--- config.mk ---
export PLATFORM = sky130hd
export DESIGN_NAME = regfile_sb_flat
export DESIGN_NICKNAME = d
export VERILOG_FILES = /design/src/rtl/regfile_sb_if.sv /design/src/rtl/regfile_sb.sv /design/src/flat_wrapper.sv
export SDC_FILE = /design/constraint.sdc
export NUM_CORES = 2
export LEC_CHECK = 0
export ABC_AREA = 1
export CORE_MARGIN = 2
export CORE_UTILIZATION = 40
export DETAILED_ROUTE_END_ITERATION = 8
export SLEW_MARGIN = 20
export SYNTH_ARGS = -nofsm -noshare
export SYNTH_HDL_FRONTEND = slang
export SYNTH_SLANG_ARGS = --single-unit
--- constraint.sdc ---
create_clock -name clk -period 2.7 [get_ports clk]
set_clock_uncertainty 0.05 [all_clocks]
set_input_delay 0.81 -clock clk [delete_from_list [all_inputs] [get_ports clk]]
set_output_delay 0.81 -clock clk [all_outputs]
set_load 0.01 [all_outputs]
--- src/rtl/regfile_sb_if.sv ---
// Port bundle between decode/writeback and the regfile_sb register file.
// The master side (decode, writeback, issue) drives requests; the slave side is the register file.
interface regfile_sb_if #(
    parameter int NUM_REGS = 32,
    parameter int DATA_W   = 32
);
    localparam int ADDR_W = $clog2(NUM_REGS);

    logic              we;
    logic [ADDR_W-1:0] waddr;
    logic [DATA_W-1:0] wdata;
    logic              re1;
    logic [ADDR_W-1:0] raddr1;
    logic [DATA_W-1:0] rdata1;
    logic              re2;
    logic [ADDR_W-1:0] raddr2;
    logic [DATA_W-1:0] rdata2;
    logic              issue_valid;
    logic [ADDR_W-1:0] issue_wd;
    logic              issue_wreg;
    logic              issue_is_load;
    logic              flush;
    logic              stall_req;
    logic [NUM_REGS-1:0] busy_mask;

    modport master (
        output we, waddr, wdata, re1, raddr1, re2, raddr2,
               issue_valid, issue_wd, issue_wreg, issue_is_load, flush,
        input  rdata1, rdata2, stall_req, busy_mask
    );

    modport slave (
        input  we, waddr, wdata, re1, raddr1, re2, raddr2,
               issue_valid, issue_wd, issue_wreg, issue_is_load, flush,
        output rdata1, rdata2, stall_req, busy_mask
    );
endinterface

--- src/rtl/regfile_sb.sv ---
// Integer register file with two combinational read ports and a load-use scoreboard.
// Define RF_WRITE_BYPASS_EN to forward same-cycle writeback data onto the read ports.
module regfile_sb #(
    parameter int LOAD_SHADOW = 1,
    parameter int NUM_REGS    = 32,
    parameter int DATA_W      = 32
) (
    input logic clk,
    input logic rst,
    regfile_sb_if.slave rf
);
    localparam int ADDR_W = $clog2(NUM_REGS);
    localparam logic [2:0] SHADOW = 3'(LOAD_SHADOW);

`ifdef RF_WRITE_BYPASS_EN
    localparam bit BYPASS = 1'b1;
`else
    localparam bit BYPASS = 1'b0;
`endif

    logic [DATA_W-1:0] regs [NUM_REGS];
    logic [2:0]        cnt  [NUM_REGS];
    logic [NUM_REGS-1:0] busy;
    logic              issue_hit;

    function automatic logic [DATA_W-1:0] read_port(
        input logic              in_rst,
        input logic              en,
        input logic [ADDR_W-1:0] addr,
        input logic              wr_en,
        input logic [ADDR_W-1:0] wr_addr,
        input logic [DATA_W-1:0] wr_data,
        input logic [DATA_W-1:0] stored
    );
        if (in_rst || !en || addr == '0)
            return '0;
        if (BYPASS && wr_en && wr_addr == addr)
            return wr_data;
        return stored;
    endfunction

    // Architectural state: r0 is never written so it stays at its reset value of zero.
    always_ff @(posedge clk) begin
        if (rst) begin
            for (int i = 0; i < NUM_REGS; i++)
                regs[i] <= '0;
        end else if (rf.we && rf.waddr != '0) begin
            regs[rf.waddr] <= rf.wdata;
        end
    end

    assign issue_hit = rf.issue_valid && rf.issue_wreg && rf.issue_wd != '0;

    // Per-register load shadow counters; an issue to a register overrides its own decrement.
    always_ff @(posedge clk) begin
        if (rst || rf.flush) begin
            for (int i = 0; i < NUM_REGS; i++)
                cnt[i] <= '0;
        end else begin
            for (int i = 0; i < NUM_REGS; i++) begin
                if (issue_hit && rf.issue_wd == ADDR_W'(i))
                    cnt[i] <= rf.issue_is_load ? SHADOW : 3'd0;
                else if (cnt[i] != 3'd0)
                    cnt[i] <= cnt[i] - 3'd1;
            end
        end
    end

    assign busy[0] = 1'b0;
    for (genvar g = 1; g < NUM_REGS; g++) begin : g_busy
        assign busy[g] = (cnt[g] != 3'd0);
    end

    assign rf.rdata1 = read_port(rst, rf.re1, rf.raddr1, rf.we, rf.waddr, rf.wdata,
                                 regs[rf.raddr1]);
    assign rf.rdata2 = read_port(rst, rf.re2, rf.raddr2, rf.we, rf.waddr, rf.wdata,
                                 regs[rf.raddr2]);

    // Stall looks only at current counters; an issue in this cycle is seen next cycle.
    assign rf.stall_req = !rst && ((rf.re1 && rf.raddr1 != '0 && busy[rf.raddr1]) ||
                                   (rf.re2 && rf.raddr2 != '0 && busy[rf.raddr2]));
    assign rf.busy_mask = rst ? '0 : busy;
endmodule

--- src/flat_wrapper.sv ---
// flat-port wrapper written by rule: the top's interface ports become plain ports
module regfile_sb_flat 
#(
    parameter int LOAD_SHADOW = 1,
    parameter int NUM_REGS    = 32,
    parameter int DATA_W      = 32
)
  (clk, rst, rf_we, rf_waddr, rf_wdata, rf_re1, rf_raddr1, rf_re2, rf_raddr2, rf_issue_valid, rf_issue_wd, rf_issue_wreg, rf_issue_is_load, rf_flush, rf_rdata1, rf_rdata2, rf_stall_req, rf_busy_mask);
  regfile_sb_if #(.NUM_REGS(NUM_REGS), .DATA_W(DATA_W)) rf_i ();
  input logic clk;
  input logic rst;
  input wire logic [$bits(rf_i.we)-1:0] rf_we;
  input wire logic [$bits(rf_i.waddr)-1:0] rf_waddr;
  input wire logic [$bits(rf_i.wdata)-1:0] rf_wdata;
  input wire logic [$bits(rf_i.re1)-1:0] rf_re1;
  input wire logic [$bits(rf_i.raddr1)-1:0] rf_raddr1;
  input wire logic [$bits(rf_i.re2)-1:0] rf_re2;
  input wire logic [$bits(rf_i.raddr2)-1:0] rf_raddr2;
  input wire logic [$bits(rf_i.issue_valid)-1:0] rf_issue_valid;
  input wire logic [$bits(rf_i.issue_wd)-1:0] rf_issue_wd;
  input wire logic [$bits(rf_i.issue_wreg)-1:0] rf_issue_wreg;
  input wire logic [$bits(rf_i.issue_is_load)-1:0] rf_issue_is_load;
  input wire logic [$bits(rf_i.flush)-1:0] rf_flush;
  output wire logic [$bits(rf_i.rdata1)-1:0] rf_rdata1;
  output wire logic [$bits(rf_i.rdata2)-1:0] rf_rdata2;
  output wire logic [$bits(rf_i.stall_req)-1:0] rf_stall_req;
  output wire logic [$bits(rf_i.busy_mask)-1:0] rf_busy_mask;
  assign rf_i.we = rf_we;
  assign rf_i.waddr = rf_waddr;
  assign rf_i.wdata = rf_wdata;
  assign rf_i.re1 = rf_re1;
  assign rf_i.raddr1 = rf_raddr1;
  assign rf_i.re2 = rf_re2;
  assign rf_i.raddr2 = rf_raddr2;
  assign rf_i.issue_valid = rf_issue_valid;
  assign rf_i.issue_wd = rf_issue_wd;
  assign rf_i.issue_wreg = rf_issue_wreg;
  assign rf_i.issue_is_load = rf_issue_is_load;
  assign rf_i.flush = rf_flush;
  assign rf_rdata1 = rf_i.rdata1;
  assign rf_rdata2 = rf_i.rdata2;
  assign rf_stall_req = rf_i.stall_req;
  assign rf_busy_mask = rf_i.busy_mask;
  regfile_sb #(.LOAD_SHADOW(LOAD_SHADOW), .NUM_REGS(NUM_REGS), .DATA_W(DATA_W)) u_core (.clk(clk), .rst(rst), .rf(rf_i));
endmodule
---- Yosys cells after proc, flatten, opt, wreduce, memory -nomap -nowiden ----
Memories as Yosys holds them, arrays and structs flattened.
Index checks and enable logic that the tools add are counted.
storage, ports and cells
  flip-flop bits (word level) ............. 0
  memory bits (writable) .................. 1,120
  bits of input ports ..................... 61
  output and inout port bits .............. 97
  logic and storage cells ................. 530
  memories kept ........................... 2
memories
  name         words  bits a word  rd ports  clocked after Yosys merged registers in  wr ports  line              source
  u_core.regs  32     32           2         0                                        32        regfile_sb.sv:21  logic [DATA_W-1:0] regs [NUM_REGS];
  u_core.cnt   32     3            32        0                                        32        regfile_sb.sv:22  logic [2:0] cnt [NUM_REGS];
operators by class
  $add $sub $neg .......................... 32
  magnitude comparators ................... 2
  eq/ne operators ......................... 31
  multiplexer cells ....................... 310
  bitwise gates (word level) .............. 64
  reduce and logical (&&, ||, !) cells .... 89
operator list
  cell                                                                   number
  1-bit 2-to-1 mux                                                       237
  3-bit 2-to-1 mux                                                       64
  32-bit 2-to-1 mux                                                      6
  3-bit nonzero test                                                     32
  3-bit by 1-bit subtractor with 3-bit output, second input constant     32
  5-bit equality test, second input constant                             16
  1-bit bitwise OR                                                       64
  5-bit by 4-bit equality test with 1-bit output, second input constant  8
  1-bit logical AND                                                      40
  32-bit OR reduction                                                    1
  5-bit by 3-bit equality test with 1-bit output, second input constant  4
  5-bit nonzero test                                                     4
  5-bit logical NOT                                                      3
  5-bit by 6-bit < comparator with 1-bit output, second input constant   2
  1-bit binary-select mux with 5-bit select                              2
  5-bit by 2-bit equality test with 1-bit output, second input constant  2
  1-bit logical OR                                                       6
  5-bit by 1-bit equality test with 1-bit output, second input constant  1
  5-bit 2-to-1 mux                                                       1
  1-bit logical NOT                                                      3

---- Longest topological paths before layout ----
  depth in word-level cells ............... 8
  mapped depth ............................ 12
  gate-level depth less buffers ........... 12

---- Worst setup path before layout ----
No wires, ideal clock.
  kind .................................... in2reg
  from .................................... input port rst
  to ...................................... memory u_core.regs[10][0] (enable)
  library setup time ...................... 0.389 ns
  data arrival time ....................... 2.466 ns
  data required time ...................... 2.261 ns
  setup slack ............................. -0.206 ns
  stages on the path ...................... 9
  path buffers ............................ 2
  cells stage by stage .................... buf_2 -> clkinv_1 -> nand3_1 -> inv_1 -> nand3_1 -> inv_1 -> nand2_1 -> buf_4 -> nand2_1
RTL lines
  item             line                source
  start, declared  flat_wrapper.sv:11  input logic rst;
  end, declared    regfile_sb.sv:21

---- Final worst setup path ----
  from .................................... input port rf_raddr1[1]
  to ...................................... output port rf_rdata1[2]
between the ends
  word-level cells in the longest chain between the ends .. 4
  elaborated cells between the ends (all ways) .. 5
  those cells by class .................... mux (2); reduce/logical (2); memory (1)
ends and longest elaborated chain
  item                                                                        line                source
  start, declared                                                             flat_wrapper.sv:16  input wire logic [$bits(rf_i.raddr1)-1:0] rf_raddr1;
  parallel branches: the longest is 3 deep, another holds memory 32 x 32 bit  --
  32-bit 2-to-1 mux *                                                         regfile_sb.sv:37    if (BYPASS && wr_en && wr_addr == addr)
  end, declared                                                               flat_wrapper.sv:24  output wire logic [$bits(rf_i.rdata1)-1:0] rf_rdata1;
Every way passes the cells marked *.

==> flow_metrics.env <==
export IMPL_status="finished with violations"
export IMPL_failing_checks="DRC, setup timing"
export IMPL_grt_pass1_wl_um=393200
export IMPL_combPwrFrac_pct=24.1
export IMPL_port_buffer_count=156
export IMPL_fin_nets=8096
export IMPL_report_power_total_w=0.04979
export IMPL_via_per_inst=6.146
export IMPL_tritoncts="done"
export IMPL_io_pins=158
export IMPL_post_dp_hpwl_um=170600
export IMPL_layout_common_cells="nand2_1, nor2_1, edfxtp_1, nand3_1, buf_4"
export IMPL_final_cell_area_um2=84900
export IMPL_cp_common_cell="buf_12"
export IMPL_final_core_util_pct=55.95
export IMPL_htree_num_levels=4
export IMPL_maxCapViolations=0
export IMPL_critical_path_startpoint_type="input port"
export IMPL_setup_violations=80
export IMPL_hold_slack_ns=0.6531
export IMPL_p_sw_w=0.01501
export IMPL_power_frac_seq_pct=41.9
export IMPL_hold_violations=0
export IMPL_number_of_drc_violations_after_detailed_routing_iteration_0=10567
export IMPL_cts_buffers_inserted=131
export IMPL_placement_rows=143
export IMPL_initial_core_util_pct=40.20
export IMPL_worst_setup_hold_path_clk_slew_ns=0.05
export IMPL_crit_arrival_ns=2.63
export IMPL_route_detailed_drc=1
export IMPL_required_ns=1.84
export IMPL_internal_power_w=0.03478
export IMPL_grt_max_degree=44
export IMPL_clk_latency_ns=0.81
export IMPL_end_kind="output pin"
export IMPL_groute_usage_overall_pct=34.57
export IMPL_rrSetupSlack_ns=0.93
export IMPL_slew_limit_headroom_pct=47.13
export IMPL_wire_per_inst_um=28.18
export IMPL_timing_rr_end="u_core.cnt[0][78]$_SDFFCE_PN0P_"
export IMPL_clkPwrFrac_pct=33.9
export IMPL_crit_type="in2out"
export IMPL_drive_gt1_share_pct=27.56
export IMPL_dpl_cell_area_um2=71330
export IMPL_worst_hold_path_endpoint="u_core.cnt[0][51]$_DFFE_PP_"
export IMPL_coreArea_um2=151700
export IMPL_rsz0062_at_grt="true"
export IMPL_antenna_left=0
export IMPL_worstHoldStart="u_core.cnt[0][51]$_DFFE_PP_"
export IMPL_critPathMaxStageDelay_ns=0.22
export IMPL_first_global_vias=58034
export IMPL_synth_seq_cells=1117
export IMPL_r2r_start="u_core.cnt[0][78]$_SDFFCE_PN0P_"
export IMPL_met2_usage_pct=51.44
export IMPL_area_growth_pct=39.20
export IMPL_synth_seq_area_share_pct=55.00
export IMPL_syn_cell_area_um2=60990
export IMPL_design_die_area_um2=155600
export IMPL_postSynthAreaPerCell_um2=8.530
export IMPL_total_leakage_power_nw=33.57
export IMPL_antenna_found_initial=5
export IMPL_grt_busiest_layer="met2"
export IMPL_setup_slack_ns=-0.7867
export IMPL_most_frequent_standard_cell_in_the_layout_excluding_fill_and_tap_cells="nand2_1"
export IMPL_fmaxAchievable_mhz=286.8
export IMPL_worstMarginPinSlew_ns=0.7930
export IMPL_chipWidth_um=394.5
export IMPL_worstRegToRegCells=10
export IMPL_cp_slowest_cell="nand4_1"
export IMPL_post_synthesis_cells=7150
export IMPL_detailedPlace_worstSlack_ns=-1.487
export IMPL_vias=62050
export IMPL_first_pass_iters=9
export IMPL_synth_cell_types=30
export IMPL_period_needed_ns=3.487
export IMPL_pd_cells_nw_per_um2=586.5
export IMPL_globalRouteMet3Util_pct=9.575
export IMPL_buffers_from_clock_root_to_sink_at_most=3
export IMPL_synth_yosys_warnings=0
export IMPL_cp_cell_sequence="buf_12, buf_8, buf_12, nor2_4, buf_12, buf_12, buf_12, buf_12, nand3_2, nand4_1, nand3_1, nand2_2, nor2_2, buf_2"
export IMPL_die_h_um=394.5
export IMPL_vdd_drop_max_v=0.0004998
export IMPL_global_route_usage_met1_pct=43.77
export IMPL_hp_class="reg2reg"
export IMPL_timing_hold_worst_path_depth=2
export IMPL_totalWireLength_um=284500
export IMPL_gr_overflow_total=0
export IMPL_path_max_fanout=7
export IMPL_crit_share_post_route_pct=129.1
export IMPL_cts_sinks=1117
export IMPL_swShare_pct=30.15
export IMPL_gp_routability_congestion=0.9455
export IMPL_maxSlewViolCount=0
export IMPL_clk_root_buffer_cell="clkbuf_16"
worst max-delay path, delay by kind of cell:
family,cells,cell delay [ns]
simple gates,6,0.72
buf+inv,8,1.06
worst max path at each step:
stage                  from                               to  slack [ns]
6_report       rf_raddr1[1]                     rf_rdata1[2]       -0.79
4_1_cts        rf_raddr1[1]                     rf_rdata1[3]       -0.71
3_3_place_gp         rf_re2                    rf_rdata2[31]       -1.55
3_5_place_dp         rf_re2                    rf_rdata2[31]       -1.49
2_1_floorplan   rf_waddr[2]  u_core.regs[1][0]$_SDFFCE_PN0P_       -0.19
5_1_grt        rf_raddr1[1]                     rf_rdata1[2]       -0.78
cell usage after synthesis, drive strengths merged:
cell type	number	share of area [%]
o32ai	1	0.014
buf	371	3.4
nand3	784	6.4
nand3b	3	0.037
inv	458	2.8
and3	1	0.010
nand2	1398	8.6
clkbuf	261	1.6
a31oi	70	0.72
xnor2	1	0.014
conb	1	0.0061
a31o	1	0.014
o21ai	468	3.8
a21oi	387	3.2
o211ai	230	2.8
o22ai	2	0.021
edfxtp	1117	55
a211oi	18	0.22
ha	62	1.3
nor2	1337	8.2
clkinv	5	0.031
nand4	141	1.4
nor3	33	0.27
what timing repair did:
item | CTS | global route
endpoints found under the setup margin | 96 | 95
cloned | 56 | 30
buffers inserted | 198 | 96
resized for setup | 1466 | 497
pin swaps | 428 | 374
hold buffers | 0 | 0
sequential cells by signal (all words and copies together) (netlist names):
name / cells
u_core.regs: 1024
u_core.cnt: 93
final cells by class:
type,instances,area (um2)
fill,12827,66830
timing repair buffer,1290,15970
clock inverter,64,465.4
sequential,1117,33540
tap,2030,2540
clock buffer,159,3426
multi-input combinational,4970,27060
inverter,463,1884
antenna,3,7.507
metal layers:
| metal | part of all wire, % | vias to the layer above |
|---|---|---|
| met2 | 42 | 5109 |
| li1 | - | 26077 |
| met4 | 8.5 | 6 |
| met1 | 34 | 29556 |
| met3 | 15 | 1302 |
| met5 | 0.017 | - |
metrics by stage:
| step | TNS (ns) | cells |
|---|---|---|
| finish | -42.87 | 10096 |
| global placement | -590.77 | 9536 |
| CTS | -40.20 | 9995 |
| global route | -45.77 | 10094 |
| floorplan | -54.75 | 7182 |
| detailed placement | -699.62 | 9536 |
power groups by stage:
stage	combinational [W]	sequential, W	clock, W
4_1_cts	0.0107	0.0208	0.0168
3_3_place_gp	0.00825	0.0211	0
5_1_grt	0.0126	0.0210	0.0175
6_report	0.0120	0.0209	0.0169
2_1_floorplan	0.00429	0.0210	0
3_5_place_dp	0.00840	0.0211	0
cell families (layout without fill, tap and decap cells):
kind of cell               count (synthesis)  after routing  synth area share, %
and+or+nand+nor                         3697           3697                25.05
other                                      1             36             0.006149
xor gates and xnor gates                   1              1              0.01436
adders and majority gates                 62             62                1.272
AOI/OAI and AO/OA                       1177           1177                10.84
buffers and inverters                   1095           1976                7.828
DFF                                     1117           1117                55.00
Power figures use the tool's default switching activity.
